==> config.mk <==
export PLATFORM = sky130hd
export DESIGN_NAME = pipeline_control_unit
export DESIGN_NICKNAME = d
export VERILOG_FILES = /design/src/rtl/pipeline_control_unit.sv
export SDC_FILE = /design/constraint.sdc
export NUM_CORES = 1
export LEC_CHECK = 0
export CORE_MARGIN = 2
export CORE_UTILIZATION = 40
export CTS_CLUSTER_DIAMETER = 200
export DETAILED_ROUTE_END_ITERATION = 6
export PLACE_DENSITY = 0.74
export RECOVER_POWER = 50
export SYNTH_ARGS = -nofsm -noshare
export SYNTH_HDL_FRONTEND = slang
export SYNTH_SLANG_ARGS = --single-unit
==> constraint.sdc <==
create_clock -name clk -period 2.39 [get_ports clk]
set_clock_uncertainty 0.15 [all_clocks]
set_input_delay 0.478 -clock clk [delete_from_list [all_inputs] [get_ports clk]]
set_output_delay 0.478 -clock clk [all_outputs]
set_load 0.1 [all_outputs]
==> src/rtl/pipeline_control_unit.sv <==
// Pipelined RV32I control unit: decodes in D, carries control through D/E, M1..M(MEM_LAT)
// and M/W registers, and resolves branches in E.
// Optional feature macro: CTRL_SHIFT_EN adds sll/srl/sra and slli/srli/srai decoding.
module pipeline_control_unit #(
  parameter int unsigned ALU_CTRL_W = 3,
  parameter int unsigned MEM_LAT    = 1
) (
  input  logic                  clk,
  input  logic                  rst,
  input  logic [6:0]            opD,
  input  logic [2:0]            funct3D,
  input  logic [6:0]            funct7D,
  input  logic                  FlushE,
  input  logic                  ZeroE,
  input  logic                  LessThanE,
  input  logic                  LessThanUE,
  output logic [2:0]            ImmSrcD,
  output logic                  IllegalD,
  output logic [ALU_CTRL_W-1:0] ALUControlE,
  output logic                  ALUSrcE,
  output logic                  JalrE,
  output logic                  PCSrcE,
  output logic                  ResultSrcE0,
  output logic                  MemWriteM,
  output logic                  RegWriteM,
  output logic                  RegWriteW,
  output logic [1:0]            ResultSrcW,
  output logic                  IllegalW
);

  if (MEM_LAT < 1 || MEM_LAT > 4) begin : g_mem_lat_check
    $error("MEM_LAT must be in 1..4");
  end

  localparam logic [6:0] OpLoad   = 7'b0000011;
  localparam logic [6:0] OpImm    = 7'b0010011;
  localparam logic [6:0] OpStore  = 7'b0100011;
  localparam logic [6:0] OpReg    = 7'b0110011;
  localparam logic [6:0] OpLui    = 7'b0110111;
  localparam logic [6:0] OpBranch = 7'b1100011;
  localparam logic [6:0] OpJalr   = 7'b1100111;
  localparam logic [6:0] OpJal    = 7'b1101111;

  localparam logic [6:0] F7Base = 7'b0000000;
  localparam logic [6:0] F7Alt  = 7'b0100000;

  localparam logic [2:0] ImmI = 3'b000;
  localparam logic [2:0] ImmS = 3'b001;
  localparam logic [2:0] ImmB = 3'b010;
  localparam logic [2:0] ImmU = 3'b011;
  localparam logic [2:0] ImmJ = 3'b100;

  localparam logic [1:0] ResMem = 2'b01;
  localparam logic [1:0] ResPc4 = 2'b10;
  localparam logic [1:0] ResImm = 2'b11;

  localparam logic [ALU_CTRL_W-1:0] AluAdd  = ALU_CTRL_W'(0);
  localparam logic [ALU_CTRL_W-1:0] AluSub  = ALU_CTRL_W'(1);
  localparam logic [ALU_CTRL_W-1:0] AluAnd  = ALU_CTRL_W'(2);
  localparam logic [ALU_CTRL_W-1:0] AluOr   = ALU_CTRL_W'(3);
  localparam logic [ALU_CTRL_W-1:0] AluSltu = ALU_CTRL_W'(4);
  localparam logic [ALU_CTRL_W-1:0] AluSlt  = ALU_CTRL_W'(5);
  localparam logic [ALU_CTRL_W-1:0] AluXor  = ALU_CTRL_W'(6);

`ifdef CTRL_SHIFT_EN
  if (ALU_CTRL_W < 4) begin : g_alu_w_check
    $error("ALU_CTRL_W must be >= 4 when CTRL_SHIFT_EN is defined");
  end
  localparam logic [ALU_CTRL_W-1:0] AluSll = ALU_CTRL_W'(8);
  localparam logic [ALU_CTRL_W-1:0] AluSrl = ALU_CTRL_W'(9);
  localparam logic [ALU_CTRL_W-1:0] AluSra = ALU_CTRL_W'(10);
`endif

  typedef struct packed {
    logic                  reg_write;
    logic [1:0]            result_src;
    logic                  mem_write;
    logic                  jump;
    logic                  branch;
    logic                  jalr;
    logic [ALU_CTRL_W-1:0] alu_ctrl;
    logic                  alu_src;
    logic [2:0]            funct3;
    logic                  illegal;
  } e_ctrl_t;

  // Control that survives past E; MemWrite is only needed in M1 and is kept apart.
  typedef struct packed {
    logic       reg_write;
    logic [1:0] result_src;
    logic       illegal;
  } m_ctrl_t;

  e_ctrl_t    dec;
  logic [2:0] imm_src;
  e_ctrl_t    e_d, e_q;
  m_ctrl_t    m_d [MEM_LAT];
  m_ctrl_t    m_q [MEM_LAT];
  logic       mem_write_m_d, mem_write_m_q;
  m_ctrl_t    w_d, w_q;
  logic       branch_cond;

  // D-stage decode; an illegal encoding collapses to a bubble carrying only the illegal flag.
  always_comb begin
    dec        = '0;
    imm_src    = ImmI;
    dec.funct3 = funct3D;
    case (opD)
      OpReg: begin
        dec.reg_write = 1'b1;
        case ({funct7D, funct3D})
          {F7Base, 3'b000}: dec.alu_ctrl = AluAdd;
          {F7Alt,  3'b000}: dec.alu_ctrl = AluSub;
          {F7Base, 3'b111}: dec.alu_ctrl = AluAnd;
          {F7Base, 3'b110}: dec.alu_ctrl = AluOr;
          {F7Base, 3'b011}: dec.alu_ctrl = AluSltu;
          {F7Base, 3'b010}: dec.alu_ctrl = AluSlt;
          {F7Base, 3'b100}: dec.alu_ctrl = AluXor;
`ifdef CTRL_SHIFT_EN
          {F7Base, 3'b001}: dec.alu_ctrl = AluSll;
          {F7Base, 3'b101}: dec.alu_ctrl = AluSrl;
          {F7Alt,  3'b101}: dec.alu_ctrl = AluSra;
`endif
          default:          dec.illegal  = 1'b1;
        endcase
      end
      OpImm: begin
        dec.reg_write = 1'b1;
        dec.alu_src   = 1'b1;
        case (funct3D)
          3'b000:  dec.alu_ctrl = AluAdd;
          3'b010:  dec.alu_ctrl = AluSlt;
          3'b011:  dec.alu_ctrl = AluSltu;
          3'b100:  dec.alu_ctrl = AluXor;
          3'b110:  dec.alu_ctrl = AluOr;
          3'b111:  dec.alu_ctrl = AluAnd;
`ifdef CTRL_SHIFT_EN
          // funct7D carries imm[11:5] for immediate shifts.
          3'b001: begin
            if (funct7D == F7Base) dec.alu_ctrl = AluSll;
            else                   dec.illegal  = 1'b1;
          end
          3'b101: begin
            if (funct7D == F7Base)     dec.alu_ctrl = AluSrl;
            else if (funct7D == F7Alt) dec.alu_ctrl = AluSra;
            else                       dec.illegal  = 1'b1;
          end
`endif
          default: dec.illegal = 1'b1;
        endcase
      end
      OpLoad: begin
        if (funct3D == 3'b010) begin
          dec.reg_write  = 1'b1;
          dec.alu_src    = 1'b1;
          dec.result_src = ResMem;
        end else begin
          dec.illegal = 1'b1;
        end
      end
      OpStore: begin
        if (funct3D == 3'b010) begin
          dec.alu_src   = 1'b1;
          dec.mem_write = 1'b1;
          imm_src       = ImmS;
        end else begin
          dec.illegal = 1'b1;
        end
      end
      OpJal: begin
        dec.jump       = 1'b1;
        dec.reg_write  = 1'b1;
        dec.result_src = ResPc4;
        imm_src        = ImmJ;
      end
      OpJalr: begin
        if (funct3D == 3'b000) begin
          dec.jump       = 1'b1;
          dec.jalr       = 1'b1;
          dec.alu_src    = 1'b1;
          dec.reg_write  = 1'b1;
          dec.result_src = ResPc4;
        end else begin
          dec.illegal = 1'b1;
        end
      end
      OpBranch: begin
        if (funct3D[2:1] == 2'b01) begin
          dec.illegal = 1'b1;
        end else begin
          dec.branch   = 1'b1;
          dec.alu_ctrl = AluSub;
          imm_src      = ImmB;
        end
      end
      OpLui: begin
        dec.reg_write  = 1'b1;
        dec.result_src = ResImm;
        imm_src        = ImmU;
      end
      default: dec.illegal = 1'b1;
    endcase
    if (dec.illegal) begin
      dec         = '0;
      dec.illegal = 1'b1;
      imm_src     = ImmI;
    end
  end

  // Next-state for D/E (flush bubble) and the M/W shift chain.
  always_comb begin
    e_d           = FlushE ? '0 : dec;
    mem_write_m_d = e_q.mem_write;
    m_d[0]        = '{reg_write: e_q.reg_write, result_src: e_q.result_src,
                      illegal: e_q.illegal};
    for (int k = 1; k < MEM_LAT; k++) begin
      m_d[k] = m_q[k-1];
    end
    w_d = m_q[MEM_LAT-1];
  end

  // Pipeline registers; synchronous reset loads bubbles everywhere.
  always_ff @(posedge clk) begin
    if (rst) begin
      e_q           <= '0;
      mem_write_m_q <= 1'b0;
      for (int k = 0; k < MEM_LAT; k++) begin
        m_q[k] <= '0;
      end
      w_q <= '0;
    end else begin
      e_q           <= e_d;
      mem_write_m_q <= mem_write_m_d;
      for (int k = 0; k < MEM_LAT; k++) begin
        m_q[k] <= m_d[k];
      end
      w_q <= w_d;
    end
  end

  // Branch condition selected by the funct3 held in E.
  always_comb begin
    branch_cond = 1'b0;
    case (e_q.funct3)
      3'b000:  branch_cond = ZeroE;
      3'b001:  branch_cond = !ZeroE;
      3'b100:  branch_cond = LessThanE;
      3'b101:  branch_cond = !LessThanE;
      3'b110:  branch_cond = LessThanUE;
      3'b111:  branch_cond = !LessThanUE;
      default: branch_cond = 1'b0;
    endcase
  end

  assign ImmSrcD     = imm_src;
  assign IllegalD    = dec.illegal;
  assign ALUControlE = e_q.alu_ctrl;
  assign ALUSrcE     = e_q.alu_src;
  assign JalrE       = e_q.jalr;
  assign PCSrcE      = e_q.jump | (e_q.branch & branch_cond);
  assign ResultSrcE0 = e_q.result_src[0];
  assign MemWriteM   = mem_write_m_q;
  assign RegWriteM   = m_q[0].reg_write;
  assign RegWriteW   = w_q.reg_write;
  assign ResultSrcW  = w_q.result_src;
  assign IllegalW    = w_q.illegal;

endmodule

==> results of run 1 <==
## routing by layer
metal | routed length [um] | vias up
met4 | 18 | 0
met3 | 177 | 2
met2 | 1820 | 40
met5 | 0 | -
li1 | - | 640
met1 | 1370 | 580
## power groups by stage
stage / Combinational [mW] / Sequential, mW / Clock [mW]
floorplan: 0.0604 / 0.416 / 0
global placement: 0.152 / 0.412 / 0
detailed placement: 0.156 / 0.412 / 0
CTS: 0.161 / 0.403 / 0.166
global route: 0.170 / 0.403 / 0.189
finish: 0.158 / 0.403 / 0.159
## cell type report
cell class / instances / share of cell area
Clock buffer: 3 / 0.0119
Inverter: 5 / 0.00991
Multi-Input combinational cell: 97 / 0.365
Sequential cell: 24 / 0.254
Tap cell: 31 / 0.0205
Timing Repair Buffer: 78 / 0.339
## worst max-delay path by stage
stage | to | cells past startpoint | startpoint
3_5_place_dp | IllegalD | 6 | funct7D[1]
3_3_place_gp | IllegalD | 6 | funct7D[1]
4_1_cts | IllegalD | 6 | funct7D[6]
5_1_grt | IllegalD | 6 | funct7D[6]
2_1_floorplan | IllegalD | 5 | funct7D[1]
6_report | IllegalD | 6 | funct7D[6]
## stage by stage
| stage | total power, mW | instance area, um^2 | std cells |
|---|---|---|---|
| global placement | 0.564 | 1870 | 232 |
| floorplan | 0.476 | 1220 | 137 |
| finish | 0.720 | 1890 | 238 |
| detailed placement | 0.568 | 1870 | 232 |
| global route | 0.762 | 1890 | 238 |
| CTS | 0.730 | 1950 | 238 |
## cell usage in the layout, fill, tap and decap left out, types with 2 or more instances in the layout
master | Yosys | routed
nor3_1 | 12 | 10
clkdlybuf4s15_1 | 0 | 2
buf_4 | 4 | 37
nand4_1 | 2 | 2
inv_1 | 5 | 5
nand2_1 | 6 | 6
clkbuf_2 | 0 | 14
nor4b_1 | 2 | 2
clkbuf_4 | 0 | 3
nand3_1 | 6 | 6
o21a_1 | 3 | 2
clkdlybuf4s50_1 | 0 | 6
nor4_1 | 4 | 3
o41ai_1 | 2 | 2
a21oi_1 | 3 | 3
dfxtp_1 | 24 | 24
nor2_1 | 10 | 10
dlygate4sd2_1 | 0 | 2
o211ai_1 | 2 | 2
buf_6 | 2 | 4
a21o_1 | 2 | 2
nor2b_1 | 10 | 10
buf_12 | 0 | 5
nand2b_1 | 5 | 5
xor2_1 | 2 | 2
nand3b_1 | 3 | 3
buf_2 | 0 | 5
mux2i_1 | 2 | 2
## state kept, by name, indices dropped and copies added, names as in the netlist
signal and flops:
ALUControlE 3, ALUSrcE 1, IllegalW 1, JalrE 1, MemWriteM 1, RegWriteW 1, ResultSrcE0 1, ResultSrcW 2
e_q 8, m_q 4, mem_write_m_d 1
## cells by family (layout without fill, tap and decap cells)
kind of cell	after synthesis	after routing	synth area share
xor gates and xnor gates	2	2	0.0146
and+or+nand+nor	71	71	0.349
AOI/OAI and AO/OA	22	22	0.143
buffers and inverters	16	86	0.0752
DFF	24	24	0.401
muxes	2	2	0.0167
## critical path: stages
cell       delay (ns)
buf_6            0.09
or4_4            0.51
nand4bb_1        0.21
a311o_1          0.32
or2_4            0.27
buf_12           0.16
## what timing repair did
| action | 4_1_cts | 5_1_grt |
|---|---|---|
| setup buffers | 3 | 0 |
| pin swaps | 8 | 4 |
| resized for setup | 40 | 12 |
| endpoints found under the setup margin | 8 | 4 |
==> results.toml, run 1 <==
[grt]
grt_pass1_vias = 1239
gr-max-usage-layer = "met2"
grt_pass1_wl_mm = 5.65
grtUsageMet1 = 0.264
grt.met2_usage = 0.398
grt_max_degree = 13
met3_usage = 0.0286
track_usage = 0.216
gr-total-overflow = 0
antenna_found_initial = 0

[final_layout]
multiInputGateArea_um2 = 692
diodes = 0
finalCoreUtilization = 0.675
final_nets = 232
drive_gt1_frac = 0.382
area_growth_syn_to_layout_pct = 58.2
fill_cells = 238
register_area_um2 = 480

[hold_path]
holdCritStartpoint = "m_q[0][0]"
whs_endpoint = "IllegalW"
holdPathStages = 1
min_path_type = "reg2reg"

[run_status]
violations = "design-rule violations, negative setup slack"
status = "complete, but fails checks"

[routing]
drtAntennaViolNets = 0
drtIter0Drc = 35
routed_wl_mm = 3.38
firstDrtPassIters = 6
drc = 3
wl_per_cell_um = 14.2
drt-vias-per-instance = 5.30
vias = 1262

[yosys]
synth_cell_types = 41
synth_ff_type = "dfxtp_1"
synth.largest_area_cell = "dfxtp_1"
ys_seq_area_frac = 0.401
synth_most_common_cell = "dfxtp_1"
async_flop_share = 0
syn_area_per_cell_um2 = 8.74
yosys_warnings = 0
yosys-top-cells-area = "dfxtp_1 40%, nor2b_1 5.2%, nor3_1 5.0%, nor2_1 3.1%, nand2b_1 2.6%"
synth-edff-count = 0
syn-num-nets = 160
ys_ff_latch = 24
synthesis.area_um2 = 1200
ys_top_cells_by_count = "24 x dfxtp_1, 12 x nor3_1, 10 x nor2_1, 10 x nor2b_1"
synth_cells = 137
yosys.area.top_type_share = 0.401

[sta]
holdWs_ns = 0.298
slew_viol_final = 0
slew_headroom = 0.637
setup_slack_ns = -0.284
tightest_slew_ns = 0.547
setup_viol = 1
rsz0062_at_grt = "true"
hold_viol = 0
setup_tns_ns = -0.284
fmax_mhz = 374
finalCritPeriodShare = 1.12
finalWorstPathRequiredPeriod_ns = 2.67

[power]
p_int_uw = 540
ir_drop_mv = 0.197
leakage_nw = 0.824
power.density_nw_per_um2 = 380
seqPwrFrac = 0.560
swShare = 0.250
switchingPower_uw = 180
p_comb_frac = 0.220
p_clk_frac = 0.221

[cts]
cts_root_buffer = "clkbuf_4"
cts_tree = "done"
ctsHoldBuffers = 0
htree_levels = 1
clk_pin_slew_ns = 0.10
cts_buffer_depth = 2
insertion_delay_ns = 0.29
clkSinkCount = 24
numCtsBuffers = 3

[worst_setup_path]
cp-end-kind = "primary output"
path_class = "in2out"
worstPathMaxFanout = 2
startpoint_type = "input pin"
reg2reg_depth = 1
r2r_start = "m_q[0][3]"
required_ns = 1.76
cp.arrival_ns = 2.05
r2r_end = "RegWriteW"
rrSetupSlack_ns = 1.69

[placed_design]
preCtsSetupSlack_ns = -0.625
place.gp.congestion = 0.857
port_buffers = 39
hpwlAfterDp_mm = 2.71

[floorplan]
core_area_um2 = 2810
io_pins = 40
start_util = 0.427
chipHeight_um = 58.7
die_area_um2 = 3450
die_x_um = 58.7
num_rows = 19

[flow_run]
max-cap-violations = 0
Power figures use the tool's default switching activity.
==> run 2: changes to the inputs <==
--- a/config.mk
+++ b/config.mk
@@ -5,10 +5,12 @@
 export SDC_FILE = /design/constraint.sdc
 export NUM_CORES = 1
 export LEC_CHECK = 0
+export CORE_ASPECT_RATIO = 0.8
 export CORE_MARGIN = 2
 export CORE_UTILIZATION = 40
 export CTS_CLUSTER_DIAMETER = 200
 export DETAILED_ROUTE_END_ITERATION = 6
+export GPL_TIMING_DRIVEN = 0
 export PLACE_DENSITY = 0.74
 export RECOVER_POWER = 50
 export SYNTH_ARGS = -nofsm -noshare
==> run 2 against run 1 <==
  * The flow finishes with violations (negative setup slack)
  * Combinational power shrank 9%
  * Wire length shrank 4.9%
  * Via count shrank 3.4%
  * Die area is essentially flat
  * Non-clock buffer count shrank 20
  * Total power grew 6.7%
  * Cell count shrank 5.5%
  * Global-route usage shrank 2.3 points
  * Sequential power is essentially flat
==> results.toml, run 2 (synthesized netlist as in run 1, its figures left out) <==
[run_status]
status = "complete, but fails checks"
violations = "negative setup slack"

[placed_design]
place_area_um2 = 1650
preCtsSetupSlack_ns = -1.63
dp.cells = 213
hpwlAfterDp_mm = 2.25
port_buffers = 38
place.gp.congestion = 0.811

[grt]
grt_max_degree = 13
met3_usage = 0.0255
antenna_found_initial = 0
gr-total-overflow = 0
grt_pass1_vias = 1152
grt_pass1_wl_mm = 5.11
grt.met2_usage = 0.342
track_usage = 0.192
grtUsageMet1 = 0.247
gr-max-usage-layer = "met2"

[sta]
setup_tns_ns = -0.266
setup_slack_ns = -0.266
hold_viol = 0
finalWorstPathRequiredPeriod_ns = 2.66
slew_viol_final = 0
holdWs_ns = 0.289
tightest_slew_ns = 0.969
finalCritPeriodShare = 1.11
setup_viol = 1
slew_headroom = 0.352
fmax_mhz = 376
rsz0062_at_grt = "true"

[hold_path]
min_path_type = "reg2reg"
holdCritStartpoint = "e_q[13]"
whs_endpoint = "m_q[0][2]"
holdPathStages = 1

[final_layout]
finalInstanceArea_um2 = 1880
finalCoreUtilization = 0.671
final_common_cell = "dfxtp_1"
layout.cells.non_filler = 225
multiInputGateArea_um2 = 703
area_growth_syn_to_layout_pct = 57.4
final_nets = 212
largest_reg_flops = 8
diodes = 0
register_area_um2 = 480
mostFrequentLayoutCells = "24 x dfxtp_1, 16 x clkdlybuf4s50_1, 12 x buf_4"
fill_cells = 236
regMostFlops = "e_q"
drive_gt1_frac = 0.251

[power]
power.total_uw = 768
power.density_nw_per_um2 = 408
leakage_nw = 0.748
ir_drop_mv = 0.191

[floorplan]
num_rows = 17
core_area_um2 = 2810
die_area_um2 = 3450
io_pins = 40
start_util = 0.426
die_x_um = 65.2
chipHeight_um = 52.9

[flow_run]
max-cap-violations = 0

[worst_setup_path]
critical_path.top_delay_family = "simple AND/OR/NAND/NOR gates"
worstPathMaxFanout = 2
worstPathCellList = "buf_6 > or4_4 > nand4bb_1 > a311o_1 > or2_4 > buf_12"
required_ns = 1.76
path_class = "in2out"
startpoint_type = "input pin"
cp.arrival_ns = 2.03
path_buf_inv = 2
r2r_end = "m_q[0][1]"
slowest_delay_ns = 0.52
rrSetupSlack_ns = 1.69
r2r_start = "ResultSrcE0"
cp-end-kind = "primary output"
crit_path_top_delay_cell = "or4_4"
reg2reg_depth = 1

[routing]
wl_per_cell_um = 14.3
firstDrtPassIters = 4
drt-vias-per-instance = 5.42
routed_wl_mm = 3.22
vias = 1219
drtIter0Drc = 48
drtAntennaViolNets = 0
drc = 0

[cts]
numCtsBuffers = 3
clkSinkCount = 24
cts_root_buffer = "clkbuf_8"
ctsHoldBuffers = 0
htree_levels = 1
clk_pin_slew_ns = 0.07
insertion_delay_ns = 0.25
cts_tree = "done"
cts_buffer_depth = 2
## run 2: power by group
part           switching [mW]  internal, mW
Sequential           0.000609         0.402
Clock                   0.110         0.112
Combinational          0.0744        0.0694
## run 2: worst max-delay path by stage
stage	start	endpoint	slack, ns	cells past startpoint
final	funct7D[3]	IllegalD	-0.27	6
after global routing	funct7D[3]	IllegalD	-0.31	6
after CTS	funct7D[6]	IllegalD	-0.46	7
after detailed placement	opD[6]	IllegalD	-1.63	8
after global placement	opD[6]	IllegalD	-1.66	8
after floorplan	funct7D[1]	IllegalD	-0.23	5
## run 2: final cells by class
| cell class | count | area share |
|---|---|---|
| buffer | 8 | 0.0392 |
| clock buffer | 3 | 0.0219 |
| inverter | 5 | 0.00996 |
| multi-input combinational | 97 | 0.373 |
| sequential | 24 | 0.255 |
| tap | 38 | 0.0252 |
| timing repair buffer | 50 | 0.276 |
## run 2: per-layer routing
layer / up-vias / wire length [um]
met5: - / 0
met4: 0 / 0
met3: 0 / 205
met2: 44 / 1680
met1: 578 / 1340
li1: 597 / -
## run 2: repair_timing
item / in CTS / in global routing
gates cloned: 0 / 0
setup endpoints to repair: 11 / 6
buffers inserted: 9 / 3
pin swaps: 8 / 10
gates resized for setup: 85 / 21
==> run 3: changes to the inputs <==
--- a/config.mk
+++ b/config.mk
@@ -7,11 +7,12 @@
 export LEC_CHECK = 0
 export CORE_ASPECT_RATIO = 0.8
 export CORE_MARGIN = 2
-export CORE_UTILIZATION = 40
+export CORE_UTILIZATION = 55
 export CTS_CLUSTER_DIAMETER = 200
 export DETAILED_ROUTE_END_ITERATION = 6
+export DONT_BUFFER_PORTS = 1
 export GPL_TIMING_DRIVEN = 0
-export PLACE_DENSITY = 0.74
+export PLACE_DENSITY = 0.7
 export RECOVER_POWER = 50
 export SYNTH_ARGS = -nofsm -noshare
 export SYNTH_HDL_FRONTEND = slang
==> constraint.sdc (replaced) <==
create_clock -name clk -period 2.9 [get_ports clk]
set_clock_uncertainty 0.15 [all_clocks]
set_input_delay 0.58 -clock clk [delete_from_list [all_inputs] [get_ports clk]]
set_output_delay 0.58 -clock clk [all_outputs]
set_load 0.1 [all_outputs]
==> run 3 against run 2 <==
  * The run now ends clean
  * Global-route usage rose by 1.7 points
  * Sequential power fell by 17%
  * Cell count fell by 24%
  * Wire length fell by 20%
  * First-iteration DRC count fell by 29%
  * Hold slack improved by 0.0066 ns
  * Clock power rose by 5%
  * Die area fell by 26%
  * Largest cell class unchanged
  * Highest routed layer is now met4
==> results.toml, run 3 (synthesized netlist as in run 1, its figures left out) <==
[placed_design]
place.gp.congestion = 0.890
hpwlAfterDp_mm = 1.96
port_buffers = 0
place_area_um2 = 1240
preCtsSetupSlack_ns = -0.138

[cts]
clkSinkCount = 24
insertion_delay_ns = 0.32
numCtsBuffers = 3
cts_buffer_depth = 2
ctsHoldBuffers = 0
htree_levels = 1
clk_pin_slew_ns = 0.12
cts_tree = "done"
cts_root_buffer = "clkbuf_4"

[hold_path]
min_path_type = "in2reg"
holdPathStages = 2
whs_endpoint = "e_q[0]"
holdCritStartpoint = "FlushE"

[grt]
grt_pass1_vias = 912
gr-total-overflow = 0
track_usage = 0.210
grt_max_degree = 15
grt_pass1_wl_mm = 4.08
antenna_found_initial = 0

[final_layout]
diodes = 0
finalCoreUtilization = 0.633
final_nets = 170
fill_cells = 190
drive_gt1_frac = 0.144
area_growth_syn_to_layout_pct = 11.2
mostFrequentLayoutCells = "24 x dfxtp_1, 10 x nor2b_1, 10 x nor2_1, 10 x nor3_1, 7 x clkbuf_1"
finalInstanceArea_um2 = 1330
largest_reg_flops = 8
final_common_cell = "dfxtp_1"
regMostFlops = "e_q"

[floorplan]
chipHeight_um = 45.7
start_util = 0.570
die_area_um2 = 2570
die_x_um = 56.2
num_rows = 15
io_pins = 40
core_area_um2 = 2100

[routing]
drc = 0
vias = 1021
wl_per_cell_um = 15.1
drtAntennaViolNets = 0
drtIter0Drc = 34
drt-vias-per-instance = 5.97
routed_wl_mm = 2.59
firstDrtPassIters = 4

[sta]
slew_headroom = 0.226
finalWorstPathRequiredPeriod_ns = 2.90
setup_slack_ns = 0.00177
setup_viol = 0
finalCritPeriodShare = 0.999
rsz0062_at_grt = "true"
slew_viol_final = 0
holdWs_ns = 0.295
tightest_slew_ns = 1.17
setup_tns_ns = 0
fmax_mhz = 345
hold_viol = 0

[power]
switchingPower_uw = 136
ir_drop_mv = 0.382
p_int_uw = 494
power.density_nw_per_um2 = 473
swShare = 0.216
p_clk_frac = 0.371
seqPwrFrac = 0.532
leakage_nw = 0.493
p_comb_frac = 0.097

[run_status]
status = "completed"

[worst_setup_path]
reg2reg_depth = 1
worstPathMaxFanout = 7
path_class = "in2out"
startpoint_type = "input pin"
r2r_start = "m_q[0][3]"
r2r_end = "RegWriteW"
required_ns = 2.17
rrSetupSlack_ns = 1.50
cp.arrival_ns = 2.17
cp-end-kind = "primary output"

[flow_run]
max-cap-violations = 0
==> run 3: stage by stage <==
stage / std cells / total power, mW
global route: 171 / 0.653
global placement: 162 / 0.401
finish: 171 / 0.630
detailed placement: 162 / 0.401
floorplan: 137 / 0.391
CTS: 166 / 0.631
==> run 3: cell type report <==
class / instances / area (um^2) / share of cell area
multi-input cells: 97 / 649 / 0.488
flip-flops and latches: 24 / 480 / 0.361
well taps: 25 / 31.3 / 0.0235
inverters: 5 / 18.8 / 0.0141
repair buffers: 5 / 37.5 / 0.0282
plain buffers: 11 / 61.3 / 0.0461
clock buffers: 3 / 22.5 / 0.0169
clock inverters: 1 / 30.0 / 0.0226
==> run 3: power groups by stage <==
stage	clock, mW	sequential (mW)	combinational [mW]
floorplan	0	0.342	0.0488
global placement	0	0.343	0.0581
detailed placement	0	0.343	0.0587
CTS	0.236	0.335	0.0592
global route	0.250	0.335	0.0679
finish	0.234	0.335	0.0613
==> run 3: layer usage <==
layer | part of all wire | GRT usage | vias up
met2 | 0.48 | 0.360 | 54
met1 | 0.41 | 0.245 | 454
li1 | - | - | 508
met3 | 0.085 | 0.0540 | 5
met5 | 0 | 0 | -
met4 | 0.026 | 0.119 | 0
==> run 3: how the worst max path moves through the flow <==
stage | depth (start not counted) | start | slack [ns] | end
after floorplan | 3 | opD[6] | -0.09 | ImmSrcD[2]
after global placement | 3 | opD[6] | -0.29 | ImmSrcD[2]
after detailed placement | 4 | funct3D[2] | -0.14 | ImmSrcD[0]
after CTS | 5 | funct7D[1] | 0.003 | IllegalD
after global routing | 5 | funct7D[6] | -0.03 | IllegalD
final | 5 | funct7D[6] | 0.002 | IllegalD
==> run 3: critical path, cell delays in order <==
cell       delay, ns
or4_4           0.51
nand4bb_1       0.19
a311o_1         0.39
buf_6           0.14
or2_4           0.35
==> run 3: timing repair <==
item                                    CTS  global route
buffers inserted                          0             5
resized for setup                         1             4
endpoints found under the setup margin    2             2
pin swaps                                 1             3
